**src/rtl/dma_pkg.sv**
```systemverilog
// Shared types and constants for the DMA bus master: FSM state encoding,
// the supervisor-data function code and the default dtack timeout.
package dma_pkg;

    typedef enum logic [3:0] {
        S_IDLE,
        S_REQ,
        S_ACK,
        S_RD_ADDR,
        S_RD_STRB,
        S_RD_END,
        S_WR_ADDR,
        S_WR_STRB,
        S_WR_END,
        S_REL
    } dma_state_t;

    localparam logic [2:0] FC_SUPER_DATA   = 3'b101;
    localparam int         DEFAULT_TIMEOUT = 255;

endpackage

```
**src/rtl/dma_sync.sv**
```systemverilog
// Two-flop synchronizer for the asynchronous bus handshake inputs.
// RST_VAL is the idle level the chain resets to.
module dma_sync #(
    parameter logic RST_VAL = 1'b1
) (
    input  logic sysclk,
    input  logic rst_n,
    input  logic i_async,
    output logic o_sync
);

    logic [1:0] r_sync;

    always_ff @(posedge sysclk or negedge rst_n) begin
        if (!rst_n) r_sync <= {2{RST_VAL}};
        else        r_sync <= {r_sync[0], i_async};
    end

    assign o_sync = r_sync[1];

endmodule

```
**src/rtl/dma_bus_master.sv**
```systemverilog
// Word DMA engine acting as a 68000-style bus initiator (copy or fill).
// Fill mode is compiled in only when DMA_FILL_EN is defined.
//
// state     | meaning
// ----------+-----------------------------------------------------------
// S_IDLE    | bus not requested; waits for start
// S_REQ     | br_n asserted; waits for grant and previous owner's as_n high
// S_ACK     | bgack_n asserted, drivers enabled, br_n released
// S_RD_ADDR | source address driven, strobes high (setup cycle)
// S_RD_STRB | as_n + read lanes low; waits for dtack_n or timeout
// S_RD_END  | strobes high (hold cycle); read word held in r_data
// S_WR_ADDR | destination address and data driven, strobes high
// S_WR_STRB | as_n + write lanes low; waits for dtack_n or timeout
// S_WR_END  | strobes high; count/addresses advance; abort checked here
// S_REL     | bgack_n and drivers released; done set unless error
module dma_bus_master
    import dma_pkg::*;
#(
    parameter int ADDR_W  = 23,
    parameter int CNT_W   = 16,
    parameter int TIMEOUT = DEFAULT_TIMEOUT
) (
    input  logic              sysclk,
    input  logic              rst_n,
    input  logic [ADDR_W-1:0] src_addr,
    input  logic [ADDR_W-1:0] dst_addr,
    input  logic [CNT_W-1:0]  word_count,
    input  logic              start,
    input  logic              abort,
    input  logic              fill_mode,
    input  logic [15:0]       fill_pattern,
    output logic              busy,
    output logic              done,
    output logic              err,
    output logic [CNT_W-1:0]  remaining,
    output logic              br_n,
    input  logic              bg_n,
    output logic              bgack_n,
    input  logic              bus_as_n,
    output logic              m_oe,
    output logic [ADDR_W-1:0] m_addr,
    output logic [2:0]        m_fc,
    output logic              m_as_n,
    output logic              m_rdh_n,
    output logic              m_rdl_n,
    output logic              m_wrh_n,
    output logic              m_wrl_n,
    output logic [15:0]       m_data_out,
    output logic              m_data_oe,
    input  logic [15:0]       m_data_in,
    input  logic              m_dtack_n
);

    localparam int TMR_W = $clog2(TIMEOUT + 1);

    dma_state_t        r_state, w_next;
    logic [ADDR_W-1:0] r_src, r_dst, w_addr;
    logic [CNT_W-1:0]  r_rem, w_rem_dec;
    logic [15:0]       r_data;
    logic [TMR_W-1:0]  r_tmr;
    logic              r_fill, r_done, r_err;
    logic              w_bg_s, w_as_s, w_dtack_s, w_tmo, w_fill_mode;
    logic              w_own, w_br_n, w_as_n, w_rd_n, w_wr_n, w_data_oe;

    dma_sync u_sync_bg    (.sysclk(sysclk), .rst_n(rst_n), .i_async(bg_n),      .o_sync(w_bg_s));
    dma_sync u_sync_as    (.sysclk(sysclk), .rst_n(rst_n), .i_async(bus_as_n),  .o_sync(w_as_s));
    dma_sync u_sync_dtack (.sysclk(sysclk), .rst_n(rst_n), .i_async(m_dtack_n), .o_sync(w_dtack_s));

`ifdef DMA_FILL_EN
    assign w_fill_mode = fill_mode;
`else
    logic w_unused_fill;
    assign w_fill_mode   = 1'b0;
    assign w_unused_fill = ^{fill_mode, fill_pattern};
`endif

    assign w_tmo     = (r_tmr == '0);
    assign w_rem_dec = r_rem - 1'b1;

    always_comb begin
        w_next    = r_state;
        w_own     = 1'b0;
        w_br_n    = 1'b1;
        w_as_n    = 1'b1;
        w_rd_n    = 1'b1;
        w_wr_n    = 1'b1;
        w_data_oe = 1'b0;
        w_addr    = '0;
        unique case (r_state)
            S_IDLE:    if (start && word_count != '0) w_next = S_REQ;
            S_REQ: begin
                w_br_n = 1'b0;
                if (!w_bg_s && w_as_s) w_next = S_ACK;
            end
            S_ACK: begin
                w_own  = 1'b1;
                w_next = r_fill ? S_WR_ADDR : S_RD_ADDR;
            end
            S_RD_ADDR: begin
                w_own  = 1'b1;
                w_addr = r_src;
                w_next = S_RD_STRB;
            end
            S_RD_STRB: begin
                w_own  = 1'b1;
                w_addr = r_src;
                w_as_n = 1'b0;
                w_rd_n = 1'b0;
                if (!w_dtack_s) w_next = S_RD_END;
                else if (w_tmo) w_next = S_REL;
            end
            S_RD_END: begin
                w_own  = 1'b1;
                w_addr = r_src;
                w_next = S_WR_ADDR;
            end
            S_WR_ADDR: begin
                w_own     = 1'b1;
                w_addr    = r_dst;
                w_data_oe = 1'b1;
                w_next    = S_WR_STRB;
            end
            S_WR_STRB: begin
                w_own     = 1'b1;
                w_addr    = r_dst;
                w_as_n    = 1'b0;
                w_wr_n    = 1'b0;
                w_data_oe = 1'b1;
                if (!w_dtack_s) w_next = S_WR_END;
                else if (w_tmo) w_next = S_REL;
            end
            S_WR_END: begin
                w_own  = 1'b1;
                w_addr = r_dst;
                if (w_rem_dec == '0 || abort) w_next = S_REL;
                else                          w_next = r_fill ? S_WR_ADDR : S_RD_ADDR;
            end
            S_REL:     w_next = S_IDLE;
            default:   w_next = S_IDLE;
        endcase
    end

    always_ff @(posedge sysclk or negedge rst_n) begin
        if (!rst_n) r_state <= S_IDLE;
        else        r_state <= w_next;
    end

    always_ff @(posedge sysclk or negedge rst_n) begin
        if (!rst_n) begin
            r_src  <= '0;
            r_dst  <= '0;
            r_rem  <= '0;
            r_data <= '0;
            r_tmr  <= '0;
            r_fill <= 1'b0;
            r_done <= 1'b0;
            r_err  <= 1'b0;
        end else begin
            unique case (r_state)
                S_IDLE: if (start) begin
                    r_src  <= src_addr;
                    r_dst  <= dst_addr;
                    r_rem  <= word_count;
                    r_fill <= w_fill_mode;
                    r_done <= (word_count == '0);
                    r_err  <= 1'b0;
                end
                S_RD_STRB: begin
                    if (!w_dtack_s) r_data <= m_data_in;
                    else if (w_tmo) r_err  <= 1'b1;
                end
                S_WR_STRB: if (w_dtack_s && w_tmo) r_err <= 1'b1;
                S_WR_END: begin
                    r_rem <= w_rem_dec;
                    r_src <= r_src + 1'b1;
                    r_dst <= r_dst + 1'b1;
                end
                S_REL:   r_done <= !r_err;
                default: ;
            endcase
            // Timer reloads in each address cycle so every strobe phase gets a full budget.
            if (r_state == S_RD_ADDR || r_state == S_WR_ADDR)            r_tmr <= TMR_W'(TIMEOUT - 1);
            else if ((r_state == S_RD_STRB || r_state == S_WR_STRB) && !w_tmo) r_tmr <= r_tmr - 1'b1;
`ifdef DMA_FILL_EN
            if (r_fill && w_next == S_WR_ADDR) r_data <= fill_pattern;
`endif
        end
    end

    assign busy       = (r_state != S_IDLE) && (r_state != S_REL);
    assign done       = r_done;
    assign err        = r_err;
    assign remaining  = r_rem;
    assign br_n       = w_br_n;
    assign bgack_n    = !w_own;
    assign m_oe       = w_own;
    assign m_fc       = w_own ? FC_SUPER_DATA : 3'b000;
    assign m_addr     = w_addr;
    assign m_as_n     = w_as_n;
    assign m_rdh_n    = w_rd_n;
    assign m_rdl_n    = w_rd_n;
    assign m_wrh_n    = w_wr_n;
    assign m_wrl_n    = w_wr_n;
    assign m_data_out = r_data;
    assign m_data_oe  = w_data_oe;

endmodule

```
**config.mk**
```make
export PLATFORM = sky130hd
export DESIGN_NAME = dma_bus_master
export DESIGN_NICKNAME = d
export VERILOG_FILES = /design/src/rtl/dma_pkg.sv /design/src/rtl/dma_sync.sv /design/src/rtl/dma_bus_master.sv
export SDC_FILE = /design/constraint.sdc
export NUM_CORES = 1
export LEC_CHECK = 0
export CAP_MARGIN = 20
export CORE_MARGIN = 2
export CORE_UTILIZATION = 48
export DETAILED_ROUTE_END_ITERATION = 10
export GPL_ROUTABILITY_DRIVEN = 0
export PLACE_DENSITY = 0.82
export SYNTH_ARGS = -nofsm -noshare
export SYNTH_HDL_FRONTEND = slang
export SYNTH_SLANG_ARGS = --single-unit
```
**constraint.sdc**
```tcl
create_clock -name sysclk -period 2.68 [get_ports sysclk]
set_input_delay 0.804 -clock sysclk [delete_from_list [all_inputs] [get_ports sysclk]]
set_output_delay 0.804 -clock sysclk [all_outputs]
set_load 0.03 [all_outputs]
```
==> impl_metrics.csv <==
group,metric,value,unit
status,status,"completed",
drt,drt_iter0_drc,572,
sta,report.final.hold_viol_count,0,
clocking,cts_tree,"built",
yosys,synth_fa_ha_area_frac,0.01341,
grt,grt_pass1_wl,28.65,mm
final_layout,syn_to_final_growth,41.34,%
final_layout,drive_gt1_frac,0.1848,
yosys,synth_cell_types,65,
worst_setup_path,critPathMostFrequentCell,"buf_6",
power_and_ir_drop,combPwrFrac,0.565,
floorplanning,die-height,112.0,um
floorplanning,initial_core_util,0.4904,
yosys,yosys_warnings,0,
yosys,synth_nets,726,
worst_setup_path,critPathSlowestCell,"dfrtp_2",
floorplanning,core_area,11420,um^2
grt,grt_usage,0.2791,
clocking,clockRootBuffer,"clkbuf_16",
sta,fmax,0.3768,GHz
power_and_ir_drop,seqPwrFrac,0.289,
power_and_ir_drop,p_clk_frac,0.146,
final_layout,layout.nets,878,
sta,rsz0062_at_grt,"yes",
yosys,synth_area_per_cell,9.060,um^2
yosys,synth_mux_area_frac,0.03754,
sta,timing.final.ws_setup,0.02605,ns
sta,whs,0.3102,ns
grt,grt.met3_usage,0.08982,
clocking,clk_latency,0.34,ns
drt,first_pass_iters,5,
grt,grtUsageMet2,0.4420,
yosys,seq_area_frac_synth,0.4393,
worst_setup_path,crit_chain,"buf_6 > nand3b_1 > a21oi_4 > buf_6 > a22o_2 > buf_6",
grt,grt_max_degree,57,
worst_setup_path,critPathCaptureType,"primary output",
clocking,htreeDepth,3,
sta,skew,0.004205,ns
yosys,synth_commonest_cells,"dfrtp_1, nand2_1, nor2_1, o21ai_0",
yosys,synth_top_flop_cell,"dfrtp_1",
power_and_ir_drop,pwr_density_cell,1339,nW/um^2
yosys,synth_top_area_cell,"dfrtp_1",
yosys,async_flop_share,1.000,
yosys,syn_inst,618,
grt,met1_usage,0.3595,
grt,grt_busiest_layer,"met2",
grt,overflow,0,
worst_setup_path,path_buf_inv,3,
sta,setup-violations-final,0,
yosys,synth.top_cell.area_share,0.4112,
yosys,synth_enable_flop_cells,0,
sta,post-route-period-util,0.9903,
grt,antenna_found_initial,0,
drt,vias,5792,
sta,slew_violations,0,
power_and_ir_drop,switching_share,0.4442,
worst_setup_path,path_class,"flop to primary output",
power_and_ir_drop,switchingPower,4706,uW
floorplanning,ios,172,
final_layout,fin_util,0.6931,
worst_setup_path,reg2reg_slack,0.22,ns
yosys,ys_seq_elements,98,
drt,drc,0,
placed_design,io_buffers,153,
worst_setup_path,arrival,1.85,ns
yosys,synth.area.top_cells,"dfrtp_1, nand2_1, nor2_1",
placed_design,hpwl,11.95,mm
yosys,synth_top_family_by_area,"simple AND/OR/NAND/NOR gates",
yosys,synth.most_common_cell,"dfrtp_1",
yosys,synthXorXnorAreaFrac,0.01408,
clocking,cts-buffers-inserted,9,
sta,fin_crit,2.654,ns
drt,drt-wirelength-per-cell,19.35,um
power_and_ir_drop,p_leak,0.003171,uW
sta,worstMarginPinSlew,0.6448,ns
worst_setup_path,start_kind,"flop",
power_and_ir_drop,intPower,5888,uW
worst_setup_path,critPathTopFamily,"buffers and inverters",
clocking,path_clk_slew,0.06,ns
worst_setup_path,worstPathMaxFanout,8,
placed_design,place_ws,0.07648,ns
flow_run,max_cap_violations,0,
floorplanning,die-area,12550,um^2
yosys,syn_area,5599,um^2
yosys,synth-compound-area-share,0.2134,
power_and_ir_drop,design_power_total,10590,uW
yosys,synth-simple-area-share,0.2362,
floorplanning,die_w,112.0,um
worst_setup_path,crit_required,1.88,ns
hold_path,hp-class,"input port to async pin",
floorplanning,rows,39,
sta,slew_headroom,0.5662,
worst_setup_path,cpPeakStageDelay,0.43,ns
power_and_ir_drop,ir_drop,903.3,uV
clocking,clock-sinks,98,
drt,viasPerCell,6.316,
grt,grt_pass1_vias,5729,
drt,postRouteAntennaNets,0,
clocking,cts.path.max_buffers,2,
drt,wl,17.75,mm
final_layout,antenna-diode-count,0,
sequential cells by signal, indices dropped and copies added (netlist names):
register and count:
err 1, u_sync_dtack.r_sync 2, m_data_out 16, u_sync_as.r_sync 2, u_sync_bg.r_sync 2, r_state 4
r_tmr 8, r_dst 23, done 1, remaining 16, r_src 23
cell families after synthesis:
family | count (synthesis)
AO/OA/AOI/OAI | 167
XOR/XNOR | 9
adder cells (fa/ha/maj) | 6
buffers and inverters | 59
flip-flops | 98
multiplexers | 19
other | 1
AND/OR/NAND/NOR | 259
layer usage:
| layer | part of all wire | up-vias |
|---|---|---|
| li1 | - | 2613 |
| met1 | 0.40 | 2778 |
| met2 | 0.48 | 361 |
| met5 | 0 | - |
| met4 | 0.022 | 0 |
| met3 | 0.10 | 40 |
metrics by stage:
step	TNS (ns)	cell area [um^2]	cells
2_1_floorplan	0	5625	618
3_3_place_gp	0	7277	891
3_5_place_dp	0	7277	891
4_1_cts	0	7671	911
5_1_grt	-0.5790	7914	917
6_report	0	7914	917
layout by cell type (no fill, tap or decap), drive strengths merged, types with 3 or more instances in the layout:
cell type | synthesis | layout
inv | 13 | 13
a211oi | 12 | 12
a21oi | 29 | 29
o211ai | 7 | 7
dfstp | 6 | 6
and2 | 8 | 8
a31oi | 3 | 3
bufinv | 0 | 4
nor3 | 25 | 25
a221o | 10 | 10
nand4 | 14 | 14
nand3b | 4 | 4
a311oi | 11 | 11
mux2i | 3 | 3
mux2 | 16 | 16
a22oi | 4 | 4
and3 | 13 | 13
dfrtp | 92 | 92
or3 | 6 | 6
o311ai | 3 | 3
clkbuf | 30 | 10
and4 | 4 | 4
nor4 | 12 | 12
nand2 | 64 | 64
o21ai | 30 | 30
o22ai | 13 | 13
buf | 16 | 58
dlygate4sd2 | 0 | 7
nor2 | 62 | 62
nor2b | 3 | 3
clkdlybuf4s50 | 0 | 117
or2 | 3 | 6
nor3b | 3 | 3
a22o | 23 | 23
ha | 6 | 6
xnor2 | 7 | 7
o221a | 4 | 4
nand3 | 29 | 29
nand2b | 4 | 4
what timing repair did:
item / CTS / global route
gates resized for setup: 16 / 43
pin swaps: 2 / 12
hold buffers: 0 / 0
cloned: 3 / 1
setup endpoints to repair: 32 / 27
buffers inserted: 2 / 5
final cells by class:
type / count / area [um^2]
flip-flops and latches: 98 / 2464
clock inverters: 6 / 130.1
clock buffers: 9 / 225.2
inverters: 13 / 48.80
well taps: 143 / 178.9
multi-input cells: 464 / 3034
repair buffers: 184 / 1833
fillers: 882 / 3505
power by group through the flow:
stage | sequential (uW) | clock, uW | combinational [uW]
floorplan | 3160 | 0 | 3130
global placement | 2970 | 0 | 5210
detailed placement | 3020 | 0 | 5340
CTS | 3000 | 1570 | 5430
global route | 3160 | 1640 | 6340
finish | 3070 | 1550 | 5980
worst reg2reg max path, delay by kind of cell, from the launching register on:
kind                   cells  cell delay [ns]
AO/OA/AOI/OAI              2             0.43
flip-flops                 1             0.49
buffers and inverters      4             1.03
AND/OR/NAND/NOR            2             0.43
path summary, 6_finish.rpt:
| path | start | end | cells past startpoint |
|---|---|---|---|
| setup reg to reg | r_state[1]$_DFFE_PN0P_ | r_src[10]$_DFFE_PN0P_ | 8 |
| max in group asynchronous | rst_n | r_dst[1]$_DFFE_PN0P_ | 2 |
| hold reg to reg | u_sync_as.r_sync[0]$_DFF_PN1_ | u_sync_as.r_sync[1]$_DFF_PN1_ | 0 |
| setup / recovery | r_state[2]$_DFFE_PN0P_ | m_addr[21] | 6 |
| hold / removal | rst_n | r_src[14]$_DFFE_PN0P_ | 1 |
| min in group sysclk | u_sync_as.r_sync[0]$_DFF_PN1_ | u_sync_as.r_sync[1]$_DFF_PN1_ | 0 |
Note: power is estimated with default switching activity, not from simulation.
